$ cat config.mk
export PLATFORM = sky130hd
export DESIGN_NAME = solver_dispatcher
export DESIGN_NICKNAME = d
export VERILOG_FILES = /design/src/rtl/solver_dispatcher.sv
export SDC_FILE = /design/constraint.sdc
export NUM_CORES = 1
export LEC_CHECK = 0
export CORE_ASPECT_RATIO = 1.1
export CORE_MARGIN = 1.5
export CORE_UTILIZATION = 35
export DETAILED_ROUTE_END_ITERATION = 8
export MAX_ROUTING_LAYER = met4
export PLACE_DENSITY = 0.66
export SLEW_MARGIN = 15
export SYNTH_ARGS = -nofsm -noshare
export SYNTH_HDL_FRONTEND = slang
export SYNTH_SLANG_ARGS = --single-unit
$ cat constraint.sdc
create_clock -name clock -period 6.6 [get_ports clock]
set_input_delay 0.66 -clock clock [delete_from_list [all_inputs] [get_ports clock]]
set_output_delay 0.66 -clock clock [all_outputs]
set_load 0.02 [all_outputs]
$ cat src/rtl/solver_dispatcher.sv
// Round-robin work scheduler: walks the frame grid row-major and hands each point to a free solver.
// Optional frame busy-cycle counter (frame_cycles) is built when DISPATCH_STATS_EN is defined.
module solver_dispatcher #(
   parameter int NUM_SOLVERS = 11,
   parameter int WIDTH       = 27,
   parameter int ADDR_WIDTH  = 19
) (
   input  logic                    clock,
   input  logic                    reset,
   input  logic                    start,
   input  logic signed [WIDTH-1:0] min_x,
   input  logic signed [WIDTH-1:0] min_y,
   input  logic signed [WIDTH-1:0] max_x,
   input  logic signed [WIDTH-1:0] max_y,
   input  logic signed [WIDTH-1:0] dx,
   input  logic signed [WIDTH-1:0] dy,
   input  logic [NUM_SOLVERS-1:0]  solver_ready,
   input  logic [NUM_SOLVERS-1:0]  solver_done,
   output logic [NUM_SOLVERS-1:0]  assign_valid,
   output logic signed [WIDTH-1:0] assign_x,
   output logic signed [WIDTH-1:0] assign_y,
   output logic [ADDR_WIDTH-1:0]   assign_addr,
   output logic                    busy,
   output logic                    done
`ifdef DISPATCH_STATS_EN
   ,
   output logic [31:0]             frame_cycles
`endif
);

   localparam int PTR_W = (NUM_SOLVERS > 1) ? $clog2(NUM_SOLVERS) : 1;

   typedef enum logic [1:0] {IDLE, SCAN, DRAIN, DONE} state_t;

   state_t                  state, state_nxt;
   logic signed [WIDTH-1:0] min_x_q, min_y_q, max_x_q, max_y_q, dx_q, dy_q;
   logic signed [WIDTH-1:0] x_p0, y_p0;
   logic [ADDR_WIDTH-1:0]   addr_p0;
   logic [NUM_SOLVERS-1:0]  claimed, claimed_nxt, eligible, grant;
   logic [PTR_W-1:0]        rr_ptr, rr_ptr_nxt;
   logic                    load, step, empty_frame, row_end, last_point;
   logic signed [WIDTH:0]   nx, ny;

   // First eligible solver at or after ptr, wrapping around the solver ring.
   function automatic logic [NUM_SOLVERS-1:0] rr_pick(input logic [NUM_SOLVERS-1:0] elig,
                                                      input logic [PTR_W-1:0] ptr);
      logic [NUM_SOLVERS-1:0] g;
      logic                   found;
      int                     idx;
      g     = '0;
      found = 1'b0;
      for (int i = 0; i < NUM_SOLVERS; i++) begin
         idx = int'(ptr) + i;
         if (idx >= NUM_SOLVERS) idx = idx - NUM_SOLVERS;
         if (!found && elig[idx]) begin
            g[idx] = 1'b1;
            found  = 1'b1;
         end
      end
      return g;
   endfunction

   function automatic logic [PTR_W-1:0] ptr_after(input logic [NUM_SOLVERS-1:0] g);
      logic [PTR_W-1:0] p;
      p = '0;
      for (int i = 0; i < NUM_SOLVERS; i++)
         if (g[i]) p = (i == NUM_SOLVERS - 1) ? '0 : PTR_W'(i + 1);
      return p;
   endfunction

   // One guard bit keeps the step past max from wrapping negative.
   assign nx          = (WIDTH+1)'(x_p0) + (WIDTH+1)'(dx_q);
   assign ny          = (WIDTH+1)'(y_p0) + (WIDTH+1)'(dy_q);
   assign row_end     = nx > (WIDTH+1)'(max_x_q);
   assign last_point  = row_end && (ny > (WIDTH+1)'(max_y_q));
   assign empty_frame = (min_x > max_x) || (min_y > max_y);
   assign eligible    = solver_ready & ~claimed;

   always_comb begin
      state_nxt   = state;
      grant       = '0;
      load        = 1'b0;
      step        = 1'b0;
      claimed_nxt = claimed & ~solver_done;
      rr_ptr_nxt  = rr_ptr;
      case (state)
         IDLE, DONE: begin
            if (start) begin
               load        = 1'b1;
               claimed_nxt = '0;
               state_nxt   = empty_frame ? DRAIN : SCAN;
            end
         end
         SCAN: begin
            grant = rr_pick(eligible, rr_ptr);
            if (grant != '0) begin
               step        = 1'b1;
               claimed_nxt = claimed_nxt | grant;
               rr_ptr_nxt  = ptr_after(grant);
               if (last_point) state_nxt = DRAIN;
            end
         end
         DRAIN: begin
            if (claimed == '0) state_nxt = DONE;
         end
         default: state_nxt = IDLE;
      endcase
   end

   // Control and issued-point registers
   always_ff @(posedge clock or posedge reset) begin
      if (reset) begin
         state        <= IDLE;
         claimed      <= '0;
         rr_ptr       <= '0;
         assign_valid <= '0;
         assign_x     <= '0;
         assign_y     <= '0;
         assign_addr  <= '0;
      end else begin
         state        <= state_nxt;
         claimed      <= claimed_nxt;
         rr_ptr       <= rr_ptr_nxt;
         assign_valid <= grant;
         if (step) begin
            assign_x    <= x_p0;
            assign_y    <= y_p0;
            assign_addr <= addr_p0;
         end
      end
   end

   // Frame configuration and grid walker
   always_ff @(posedge clock) begin
      if (load) begin
         min_x_q <= min_x;
         min_y_q <= min_y;
         max_x_q <= max_x;
         max_y_q <= max_y;
         dx_q    <= dx;
         dy_q    <= dy;
         x_p0    <= min_x;
         y_p0    <= min_y;
         addr_p0 <= '0;
      end else if (step) begin
         addr_p0 <= addr_p0 + ADDR_WIDTH'(1);
         if (row_end) begin
            x_p0 <= min_x_q;
            y_p0 <= ny[WIDTH-1:0];
         end else begin
            x_p0 <= nx[WIDTH-1:0];
         end
      end
   end

   assign busy = (state == SCAN) || (state == DRAIN);
   assign done = (state == DONE);

`ifdef DISPATCH_STATS_EN
   always_ff @(posedge clock or posedge reset) begin
      if (reset)      frame_cycles <= '0;
      else if (load)  frame_cycles <= '0;
      else if (busy)  frame_cycles <= frame_cycles + 32'd1;
   end
`endif

endmodule

==> impl_metrics.json, run 1 <==
{
  "netlist_area_um2": 22800,
  "wl_um": 90000,
  "yosys.area_share.adder": 0.103,
  "synth-main-ff-cell": "edfxtp_1",
  "synthCells": 2432,
  "synth_edf_count": 189,
  "top_usage_layer": "met2",
  "synth-xor-area-share": 0.0291,
  "synth_compound_area_frac": 0.193,
  "core_area_um2": 64100,
  "start_util": 0.356,
  "muxShareOfSynthArea": 0.0670,
  "crit_fanout": 7,
  "met3_usage": 0.0333,
  "cts_max_level": 2,
  "ys_top_cells_by_area": "edfxtp_1, dfrtp_1, ha_1",
  "clock-sinks": 309,
  "grt_pass1_vias": 21300,
  "hold_viol_final": 0,
  "gp_congestion": 1.01,
  "endpoint_kind": "flop",
  "fillerInstances": 6148,
  "dieArea_um2": 66700,
  "cts_tree": "done",
  "syn_nets": 2806,
  "layout_commonest_cell": "clkdlybuf4s50_1",
  "via_per_inst": 5.83,
  "fin_nets": 3178,
  "synthDistinctLibCells": 101,
  "synth_top_area_share": 0.249,
  "yosysSeqAreaShare": 0.376,
  "slew_viol_final": 0,
  "worstHoldPathType": "flop to flop",
  "synth_simple_gate_area_share": 0.179,
  "die_x_um": 246,
  "port_buffers": 272,
  "crit_top_cell": "a21oi_1",
  "wire_per_inst_um": 24.5,
  "postSynthAreaPerCell_um2": 9.38,
  "grt_use_met1": 0.338,
  "synth_top_family_by_area": "compound AO/OA/AOI/OAI gates",
  "drt_iter0_drc": 1695,
  "critical_path_class": "flop to flop",
  "num_rows": 97,
  "dp.cells": 3607,
  "cp-start-kind": "flop",
  "vias": 21400,
  "grt_util_met2": 0.451,
  "pin_count": 273,
  "relSlewSlack": 0.388,
  "clock.fmax_mhz": 160,
  "finalCritPeriodShare": 0.947,
  "drc": 0,
  "die_h_um": 271,
  "crit_required_ns": 7.02,
  "tightest_slew_ns": 0.908,
  "grt_pass1_wl_um": 134000,
  "cp.arrival_ns": 6.66,
  "ys.warnings.count": 0,
  "postCtsHoldBufs": 0,
  "clock-root-buffer": "clkbuf_16",
  "min_period_ns": 6.25,
  "clkLatencyLatePin_ns": 0.55,
  "yosys.area.top_type": "edfxtp_1",
  "dp_hpwl_um": 70500,
  "grt_max_degree": 99,
  "syn_to_final_growth_pct": 26.0,
  "cpPeakStageDelay_ns": 0.42,
  "drive_gt1_frac": 0.137,
  "outcome": "finished, final reports clean",
  "maxCapViolCount": 0,
  "cpMaxStageDelayCell": "fa_1",
  "dr.pass1.iters": 6,
  "path_clk_slew_ns": 0.06,
  "async_flop_share": 0.327,
  "ant_nets": 0,
  "final_util": 0.449,
  "grtUsageTotal": 0.272,
  "stdcell_count": 3672,
  "fin_skew_ns": 0.0224,
  "antenna_found_initial": 1,
  "cts_buffers": 34,
  "clock_path_buffers": 3,
  "setup_viol": 0,
  "synth_seq_cells": 309,
  "grt.overflow.total": 0,
  "layout_common_cells": "clkdlybuf4s50_1, nand2_1, edfxtp_1"
}
critical path, delay by kind of cell (launching register included):
family / cells / cell delay (ns)
adder cells (fa/ha/maj): 3 / 0.88
XOR/XNOR: 2 / 0.35
multiplexers: 1 / 0.38
AO/OA/AOI/OAI: 19 / 3.93
AND/OR/NAND/NOR: 1 / 0.16
flip-flops: 1 / 0.40
layout make-up:
type / count / area (um^2) / area share
diodes: 1 / 2.50 / 0.0000870
clock buffers: 43 / 915 / 0.0318
clock inverters: 19 / 269 / 0.00936
inverters: 161 / 612 / 0.0213
multi-input cells: 1841 / 13100 / 0.456
flip-flops and latches: 309 / 8580 / 0.299
well taps: 841 / 1050 / 0.0366
repair buffers: 457 / 4200 / 0.146
worst paths after layout:
kind,from,end,slack (ns),cells past startpoint
max,x_p0[0],state[0],0.35,26
min,addr_p0[7],addr_p0[7],0.48,2
max reg2reg,x_p0[0],state[0],0.35,26
min reg2reg,addr_p0[7],addr_p0[7],0.48,2
max in group asynchronous,reset,assign_x[20],4.49,4
min in group asynchronous,reset,assign_x[15],0.50,2
cell usage after synthesis (all sizes together) (61+ instances only):
cell,n
dfrtp,101
a21oi,151
nand3,72
o21ai,111
inv,158
a21o,62
edfxtp,189
nand2,255
ha,185
mux2,84
nor2,137
clkbuf,61
through the flow:
stage	worst slack (ns)	hold slack (ns)	instance area, um^2	setup TNS (ns)
final	0.351	0.483	28800	0
after floorplan	0.328	0.442	22800	0
after global routing	-0.0491	0.495	28800	-0.0953
after global placement	0.166	0.466	27500	0
after detailed placement	0.0768	0.473	27500	0
after CTS	0.0204	0.485	28700	0
per-layer routing:
layer  up-vias  routed length [um]
met2       877               43400
met1     10500               37600
met5         -                   0
met3       174                5440
li1       9805                   -
met4         0                3630
timing repair:
action,in CTS,in global routing
endpoints found under the setup margin,0,48
hold endpoints to repair,0,0
buffers inserted,0,2
gates resized for setup,0,14
cells by family after synthesis:
kind of cell / Yosys count
AO/OA/AOI/OAI: 645
XOR/XNOR: 75
adder cells (fa/ha/maj): 187
buffers and inverters: 282
flip-flops: 309
multiplexers: 123
AND/OR/NAND/NOR: 811
Power of run 1 is not shown: default switching activity piles up to over one toggle a cycle in this logic, so the estimate is an artifact.
==> inputs of run 2 (changes only) <==
--- a/config.mk
+++ b/config.mk
@@ -5,6 +5,7 @@
 export SDC_FILE = /design/constraint.sdc
 export NUM_CORES = 1
 export LEC_CHECK = 0
+export CAP_MARGIN = 20
 export CORE_ASPECT_RATIO = 1.1
 export CORE_MARGIN = 1.5
 export CORE_UTILIZATION = 35
==> results of run 2 <==
Final layout, timing and power as in run 1 (identical DEF).
Power of run 2 is left out for the same reason.
==> inputs of run 3 (changes only) <==
--- a/config.mk
+++ b/config.mk
@@ -6,7 +6,7 @@
 export NUM_CORES = 1
 export LEC_CHECK = 0
 export CAP_MARGIN = 20
-export CORE_ASPECT_RATIO = 1.1
+export CORE_ASPECT_RATIO = 0.5
 export CORE_MARGIN = 1.5
 export CORE_UTILIZATION = 35
 export DETAILED_ROUTE_END_ITERATION = 8
==> constraint.sdc (replaced) <==
create_clock -name clock -period 5.5 [get_ports clock]
set_input_delay 0.55 -clock clock [delete_from_list [all_inputs] [get_ports clock]]
set_output_delay 0.55 -clock clock [all_outputs]
set_load 0.02 [all_outputs]
==> run 3 against run 2 <==
Net effect: the run now ends with setup timing left; via count rose by 3.1%; die area increased by 0.14%; final cell count is 6.2% higher; clock skew down 0.0038 ns; non-clock buffer count is 195 higher; register-to-register slack got worse by 0.50 ns; core utilization is 4.0 points higher; final area increased by 8.3%; critical path type unchanged; largest cell class unchanged.
==> impl_metrics.json, run 3 (synthesized netlist as in run 1, its figures left out) <==
{
  "setup_viol": 41,
  "worstHoldPathType": "flop to flop",
  "num_rows": 65,
  "syn_to_final_growth_pct": 36.6,
  "dieArea_um2": 66800,
  "crit_top_cell": "a211oi_2",
  "path_clk_slew_ns": 0.06,
  "maxCapViolCount": 0,
  "grt_pass1_vias": 21200,
  "clkLatencyLatePin_ns": 0.53,
  "crit_fanout": 3,
  "clock_path_buffers": 3,
  "path_depth": 27,
  "drt_iter0_drc": 2014,
  "grt_max_degree": 90,
  "critical_path_class": "flop to flop",
  "clock-sinks": 309,
  "cpMaxStageDelayCell": "edfxtp_1",
  "crit_required_ns": 5.90,
  "dr.pass1.iters": 5,
  "violations": "setup timing",
  "relSlewSlack": 0.372,
  "core_area_um2": 63800,
  "worst-path-buf-inv": 3,
  "slew_viol_final": 0,
  "min_period_ns": 5.65,
  "finalCritPeriodShare": 1.03,
  "via_per_inst": 5.66,
  "cp-start-kind": "flop",
  "antenna_found_initial": 4,
  "crit_family": "compound AO/OA/AOI/OAI gates",
  "vias": 22100,
  "tightest_slew_ns": 0.929,
  "fin_tns_setup_ns": -2.04,
  "drive_gt1_frac": 0.225,
  "start_util": 0.358,
  "fin_nets": 3373,
  "hold_viol_final": 0,
  "cpPeakStageDelay_ns": 0.39,
  "grt_pass1_wl_um": 131000,
  "outcome": "complete, but fails checks",
  "die_x_um": 364,
  "wire_per_inst_um": 23.0,
  "rsz0062_at_grt": "true",
  "worstRegToRegCells": 27,
  "final_util": 0.489,
  "pin_count": 273,
  "cts_tree": "done",
  "postCtsHoldBufs": 0,
  "layout_common_cells": "buf_4, clkdlybuf4s50_1, nand2_1",
  "ant_nets": 0,
  "gp_congestion": 1.05,
  "clock.fmax_mhz": 177,
  "fin_skew_ns": 0.0187,
  "die_h_um": 184,
  "cts_buffers": 34,
  "grt.overflow.total": 0,
  "cp.arrival_ns": 6.05,
  "endpoint_kind": "flop",
  "grtUsageTotal": 0.264,
  "regToRegSetupSlack_ns": -0.15,
  "layout_commonest_cell": "buf_4",
  "dp_hpwl_um": 68800,
  "clock-root-buffer": "clkbuf_16",
  "port_buffers": 272,
  "wl_um": 89600,
  "whs_path_depth": 2,
  "cts_max_level": 2,
  "finalWorstSetupSlack_ns": -0.146,
  "drc": 0
}
==> run 3: timing repair <==
action                     in CTS  in global routing
buffers inserted               13                 21
setup endpoints to repair     158                179
gates cloned                    0                  6
gates resized for setup        50                131
pin swaps                      28                 67
==> run 3: worst paths after layout <==
path | endpoint | startpoint
min in group asynchronous | assign_x[17] | reset
max | state[0] | dx_q[1]
min reg2reg | addr_p0[10] | addr_p0[10]
min | addr_p0[10] | addr_p0[10]
max in group asynchronous | assign_y[11] | reset
max reg2reg | state[0] | dx_q[1]
==> run 3: per-stage QoR <==
step	instances	hold WS [ns]	cell area, um^2	setup slack (ns)
after floorplan	2432	0.442	22900	0.0143
after global placement	3796	0.466	28900	-0.390
after detailed placement	3796	0.476	28900	-0.528
after CTS	3871	0.485	30300	-0.0779
after global routing	3900	0.518	31100	-0.415
final	3900	0.483	31100	-0.146
==> run 3: cell type report <==
cell class | count | area, um^2
Sequential cell | 309 | 8590
Fill cell | 5900 | 32600
Clock buffer | 45 | 956
Clock inverter | 17 | 159
Inverter | 161 | 628
Timing Repair Buffer | 652 | 5940
Tap cell | 871 | 1090
Antenna cell | 4 | 10.0
Multi-Input combinational cell | 1841 | 13800
==> run 3: metal layers <==
metal	track usage	share of wire	up-vias
met5	-	0	-
met4	0.107	0.043	0
met3	0.0255	0.056	216
met2	0.425	0.47	858
met1	0.342	0.43	10800
li1	-	-	10200
==> run 3: worst min-delay path: cells and delay by family, from the launching register on <==
family	cells	cell delay [ns]
DFF	1	0.32
and+or+nand+nor	1	0.06
muxes	1	0.05
Power of run 3 is left out for the same reason.
